### config.mk
export PLATFORM = sky130hd
export DESIGN_NAME = switch_key_port
export DESIGN_NICKNAME = d
export VERILOG_FILES = /design/src/rtl/io_map_pkg.sv /design/src/rtl/key_debouncer.sv /design/src/rtl/switch_key_port.sv
export SDC_FILE = /design/constraint.sdc
export NUM_CORES = 1
export LEC_CHECK = 0
export ABC_AREA = 0
export CORE_AREA = 2 2 94 96
export DETAILED_ROUTE_END_ITERATION = 8
export DIE_AREA = 0 0 96 98
export DONT_BUFFER_PORTS = 1
export PLACE_DENSITY = 0.74
export SYNTH_ARGS = -nofsm -noshare
export SYNTH_HDL_FRONTEND = slang
export SYNTH_HIERARCHICAL = 1
export SYNTH_SLANG_ARGS = --single-unit
### constraint.sdc
create_clock -name CLOCK_50 -period 1.7 [get_ports CLOCK_50]
set_input_delay 0.34 -clock CLOCK_50 [delete_from_list [all_inputs] [get_ports CLOCK_50]]
set_output_delay 0.34 -clock CLOCK_50 [all_outputs]
set_load 0.05 [all_outputs]
### src/rtl/io_map_pkg.sv
// I/O map shared by the memory-mapped board ports: base decodes, register
// offsets and the processor data width.
package io_map_pkg;

  localparam int DATA_W = 16;

  // ADDR[15:12] decode values for each I/O port
  localparam logic [3:0] BASE_LED   = 4'h1;
  localparam logic [3:0] BASE_HEX   = 4'h2;
  localparam logic [3:0] BASE_SWKEY = 4'h3;

  // Register offsets (ADDR[1:0]) inside the switch/key port
  localparam logic [1:0] OFF_SW   = 2'd0;
  localparam logic [1:0] OFF_KEY  = 2'd1;
  localparam logic [1:0] OFF_EDGE = 2'd2;
  localparam logic [1:0] OFF_RSVD = 2'd3;

  // True when the address falls inside the 4 KiB window of the given port
  function automatic logic port_hit(input logic [15:0] addr, input logic [3:0] base);
    return addr[15:12] == base;
  endfunction

endpackage

### src/rtl/key_debouncer.sv
// One push-button: two-flop synchroniser, stability counter, accepted level
// and a single-cycle pulse on an accepted press.
module key_debouncer #(
  parameter int DB_CYCLES = 500000
) (
  input  logic clk,
  input  logic rst_n,
  input  logic key_n,
  output logic level,
  output logic rise
);

  localparam int              CNT_W    = $clog2(DB_CYCLES + 1);
  localparam logic [CNT_W-1:0] CNT_LAST = CNT_W'(DB_CYCLES - 1);

  logic             press_p0;
  logic             press_p1;
  logic [CNT_W-1:0] cnt;
  logic             differ;
  logic             accept;

  // Synchroniser; the key is inverted on entry so a cleared chain reads as released
  always_ff @(posedge clk or negedge rst_n) begin
    if (!rst_n) begin
      press_p0 <= 1'b0;
      press_p1 <= 1'b0;
    end else begin
      press_p0 <= ~key_n;
      press_p1 <= press_p0;
    end
  end

  assign differ = press_p1 ^ level;
  assign accept = differ && (cnt == CNT_LAST);

  // Count consecutive differing cycles; flip the accepted level once the count is full
  always_ff @(posedge clk or negedge rst_n) begin
    if (!rst_n) begin
      cnt   <= '0;
      level <= 1'b0;
    end else if (!differ) begin
      cnt   <= '0;
    end else if (accept) begin
      cnt   <= '0;
      level <= ~level;
    end else begin
      cnt   <= cnt + 1'b1;
    end
  end

  // Press edge coincides with the accepted level flipping from released to pressed
  assign rise = accept & ~level;

endmodule

### src/rtl/switch_key_port.sv
// Processor-side reader for the board slide switches and push-buttons.
// Switches are synchronised, keys synchronised and debounced; accepted key
// presses are latched in a sticky write-1-to-clear edge register. Reads are
// registered with one cycle of latency and return zero when not selected so
// the port can be OR'ed onto the shared read-data bus.
module switch_key_port
  import io_map_pkg::*;
#(
  parameter int         SW_WIDTH  = 10,
  parameter int         KEY_WIDTH = 3,
  parameter int         DB_CYCLES = 500000,
  parameter logic [3:0] BASE      = BASE_SWKEY
) (
  input  logic                 CLOCK_50,
  input  logic                 Resetn,
  input  logic [15:0]          ADDR,
  input  logic                 W,
  input  logic [DATA_W-1:0]    DOUT,
  input  logic [SW_WIDTH-1:0]  SW,
  input  logic [KEY_WIDTH-1:0] KEY,
  output logic [DATA_W-1:0]    port_data,
  output logic                 key_pending
);

  logic [SW_WIDTH-1:0]  sw_p0;
  logic [SW_WIDTH-1:0]  sw_p1;
  logic [KEY_WIDTH-1:0] key_level;
  logic [KEY_WIDTH-1:0] key_rise;
  logic [KEY_WIDTH-1:0] key_edge;
  logic [KEY_WIDTH-1:0] key_edge_nxt;
  logic [KEY_WIDTH-1:0] clr_mask;
  logic [DATA_W-1:0]    rd_mux;
  logic                 sel;
  logic [1:0]           off;
  logic                 unused_bits;

  // Only the window decode and the offset bits of ADDR matter here
  assign unused_bits = ^{ADDR[11:2], DOUT[DATA_W-1:KEY_WIDTH]};

  // Two-flop synchroniser for the slide switches
  always_ff @(posedge CLOCK_50 or negedge Resetn) begin
    if (!Resetn) begin
      sw_p0 <= '0;
      sw_p1 <= '0;
    end else begin
      sw_p0 <= SW;
      sw_p1 <= sw_p0;
    end
  end

  genvar gi;
  for (gi = 0; gi < KEY_WIDTH; gi++) begin : g_key
    key_debouncer #(
      .DB_CYCLES (DB_CYCLES)
    ) u_db (
      .clk   (CLOCK_50),
      .rst_n (Resetn),
      .key_n (KEY[gi]),
      .level (key_level[gi]),
      .rise  (key_rise[gi])
    );
  end

  // Address decode, W1C mask (a same-cycle press overrides the clear) and read mux
  always_comb begin
    sel          = port_hit(ADDR, BASE);
    off          = ADDR[1:0];
    clr_mask     = '0;
    rd_mux       = '0;
    if (sel && W && (off == OFF_EDGE)) begin
      clr_mask = DOUT[KEY_WIDTH-1:0];
    end
    key_edge_nxt = (key_edge & ~clr_mask) | key_rise;
    if (sel) begin
      case (off)
        OFF_SW:   rd_mux[SW_WIDTH-1:0]  = sw_p1;
        OFF_KEY:  rd_mux[KEY_WIDTH-1:0] = key_level;
        OFF_EDGE: rd_mux[KEY_WIDTH-1:0] = key_edge;
        default:  rd_mux                = '0;
      endcase
    end
  end

  // Sticky edge register with its summary flag kept in the same cycle
  always_ff @(posedge CLOCK_50 or negedge Resetn) begin
    if (!Resetn) begin
      key_edge    <= '0;
      key_pending <= 1'b0;
    end else begin
      key_edge    <= key_edge_nxt;
      key_pending <= |key_edge_nxt;
    end
  end

  // Registered read data; the edge register is read before any clear lands
  always_ff @(posedge CLOCK_50 or negedge Resetn) begin
    if (!Resetn) begin
      port_data <= '0;
    end else begin
      port_data <= rd_mux;
    end
  end

endmodule

==> results of run 1 <==
-- area by class of cell --
| cell class | count | area (um^2) | share of cell area, % |
|---|---|---|---|
| Timing Repair Buffer | 93 | 754 | 13.6 |
| Clock buffer | 9 | 124 | 2.23 |
| Inverter | 3 | 11.3 | 0.203 |
| Sequential cell | 100 | 2500 | 45.1 |
| Multi-Input combinational cell | 264 | 1960 | 35.3 |
| Tap cell | 108 | 135 | 2.44 |
| Clock inverter | 7 | 61.3 | 1.11 |
-- power by group --
part           leakage, nW  switching, W  internal, W
sequential            1.33     0.0000354      0.00243
combinational         1.08     0.0000880    0.0000889
clock               0.0892      0.000865     0.000563
-- kinds of logic after synthesis --
| kind of cell | count (synthesis) | synth area share [%] |
|---|---|---|
| AND/OR/NAND/NOR | 174 | 24.5 |
| multiplexers | 6 | 1.68 |
| adder cells (fa/ha/maj) | 3 | 0.842 |
| other | 1 | 0.0841 |
| AO/OA/AOI/OAI | 33 | 5.55 |
| flip-flops | 100 | 56.1 |
| XOR/XNOR | 42 | 8.25 |
| buffers and inverters | 22 | 2.95 |
-- Yosys cell counts, types with 3 or more instances --
cell type and instances:
or3_1 6, and3_2 6, nor4_2 3, mux2_4 3, and4_2 3, nor4_1 3, buf_4 9, mux2i_1 3
o31ai_1 6, buf_2 6, clkbuf_1 3, and3_1 3, or4_4 3, inv_1 3, nand2_1 18, a21oi_1 15
or4_1 6, nand2_2 3, o21ai_0 6, ha_1 3, dfrtp_1 100, nand4b_1 6, xnor2_1 12, nor4b_4 3
nand4_1 19, nor2_1 39, o21ai_1 3, and4_1 6, nor3_1 4, and2_1 10, o41ai_4 3, xor2_1 30
nor3b_1 3, nand3_1 21, nand2b_1 3, or2_0 3
-- flip-flops by register name (all words and copies together) (netlist names) --
| name | flops |
|---|---|
| sw_p0 | 10 |
| sw_p1 | 10 |
| key_edge | 3 |
| key_pending | 1 |
| g_key.u_db/press_p0 | 3 |
| port_data | 10 |
| g_key.u_db/press_p1 | 3 |
| g_key.u_db/level | 3 |
| g_key.u_db/cnt | 57 |
-- final timing paths --
path                                           to  slack [ns]  cells past startpoint
max                           g_key[0].u_db/level       -0.05                      4
min                                      sw_p1[8]       -0.35                      0
max reg2reg                   g_key[0].u_db/level       -0.05                      4
min reg2reg                              sw_p1[0]        0.35                      0
max in group asynchronous    g_key[2].u_db/cnt[1]        1.93                      0
min in group CLOCK_50      g_key[1].u_db/press_p0        0.03                      1
-- metrics by stage --
| stage | TNS [ns] | total power, W | area, um^2 | setup slack (ns) | hold slack [ns] |
|---|---|---|---|---|---|
| after global routing | -1.23 | 0.00424 | 5540 | -0.113 | -0.389 |
| final | -0.178 | 0.00407 | 5540 | -0.0467 | -0.347 |
| after CTS | -0.0629 | 0.00410 | 5360 | -0.0266 | -0.364 |
| after global placement | -0.387 | 0.00262 | 4970 | -0.0910 | 0.0462 |
| after detailed placement | -1.14 | 0.00263 | 4970 | -0.127 | 0.0468 |
| after floorplan | -0.177 | 0.00261 | 4490 | -0.0484 | 0.0444 |
-- routing by layer --
metal | vias up | wire (um) | track usage (%)
li1 | 1516 | - | -
met1 | 1631 | 3810 | 26.2
met2 | 54 | 4880 | 33.0
met3 | 12 | 335 | 5.86
met4 | 0 | 110 | 6.70
met5 | - | 0 | 0
-- repair_timing --
action | in CTS | in global routing
pin swaps | 19 | 11
endpoints found under the hold margin | 112 | 100
resized for setup | 4 | 27
endpoints found under the setup margin | 43 | 44
buffers inserted | 9 | 10
-- worst reg2reg max path: cells and delay by family, from the launching register on --
| family | cells | cell delay, ns |
|---|---|---|
| simple gates | 3 | 0.90 |
| mux | 1 | 0.32 |
| flops | 1 | 0.42 |
==> reports/metrics.cfg, run 1 <==
[outcome]
outcome = finished, violations left
violations = negative hold slack, negative setup slack

[worst_setup_path]
worstPathCellList = nor4_2, nand2_2, or4_4, mux2_4
crit_path_start_kind = register
cpPeakStageDelay_ns = 0.47
cp_slowest_cell = or4_4
cp-startpoint = g_key[0].u_db/cnt[10]
critPathMaxFanout = 3
end_kind = register
critPathArrivalTime_ns = 2.00
required_ns = 1.96
critPathTopFamily = simple AND/OR/NAND/NOR gates
critPathKind = register to register
r2r_start = g_key[0].u_db/cnt[10]
critical_path_buf_inv_count = 0

[floorplanning]
die_w_um = 96
die_h_um = 98
start_util_pct = 52.7
rows = 34
io_pins = 65
core_area_um2 = 8470
dieArea_um2 = 9410

[timing]
final.period_utilization_pct = 103
rsz0062_at_grt = true
fmax_mhz = 573
period_minus_slack_ns = 1.75
drv_slew = 0
fin_worst_hold_slack_ns = -0.347
hold_viol = 100
finClkSkew_ns = 0.0106
setup_violations = 5
setup_slack_ns = -0.0467

[hold_path]
hold_class = input pin to async pin

[clock_tree]
clkSinkCount = 100
clock-root-buffer = clkbuf_8
clk_pin_slew_ns = 0.10
cts_tree = yes
cts_hold_buf = 12
insertion_delay_ns = 0.37
cts_buffers = 9
h-tree-depth = 3
clk_path_buf_depth = 2

[power]
leakage_nw = 2.50
power_density_nw_per_um2 = 733
ir_drop_v = 0.000583

[placed_design]
post-dp-hpwl_um = 6050
portBuffers = 0
place_congestion = 0.811
dp_cells = 537

[layout]
final_cell_mix = 100 x dfrtp_1, 74 x buf_4, 39 x nor2_1
fin_util_pct = 65.5
stdcell_count = 584
drive_gt1_share_pct = 30.5
area_growth_pct = 24.3
fillers = 609
nets = 522
antennaDiodeCount = 0
final_common_cell = dfrtp_1

[global_routing]
grt_pass1_vias = 3304
overflow = 0
antenna_found_initial = 0
grt_pass1_wl_um = 15000
grt_max_degree = 101
grt_use_total_pct = 20.4

[detailed_routing]
drt_iter0_drc = 149
ant_nets = 0
vias_per_cell = 5.50
routedWlPerCell_um = 15.7
vias = 3213
dr.pass1.iters = 4
drcViolationCount = 0
finalWirelength_um = 9140

[yosys]
yosysSeqAreaShare_pct = 56.1
avgSynthCellArea_um2 = 11.7
ys_top_cells_by_area = dfrtp_1 56%, xor2_1 5.9%, nor2_1 3.3%, nand4_1 2.7%, nand3_1 2.4%
ys_ff_latch = 100
ys_async_sr_fraction_pct = 100
synthesis.area_um2 = 4460
yosys.area.top_type_share_pct = 56.1
synthCells = 381
ys.flop_type = dfrtp_1
synth_cell_type_count = 41
synth-edff-count = 0
ys_warn_count = 6
yosys.area.top_type = dfrtp_1

[job]
drv_cap = 0

(Power assumes the default switching activity.)
==> run 2: changes to the inputs <==
- RECOVER_POWER: unset -> 50
==> results of run 2 <==
The final DEF is identical to that of run 1; final timing and power are the same.
==> run 3: changes to the inputs <==
- ABC_CLOCK_PERIOD_IN_PS: unset -> 1700
- CAP_MARGIN: unset -> 40
==> results of run 3 <==
The final DEF is identical to that of run 1; final timing and power are the same.
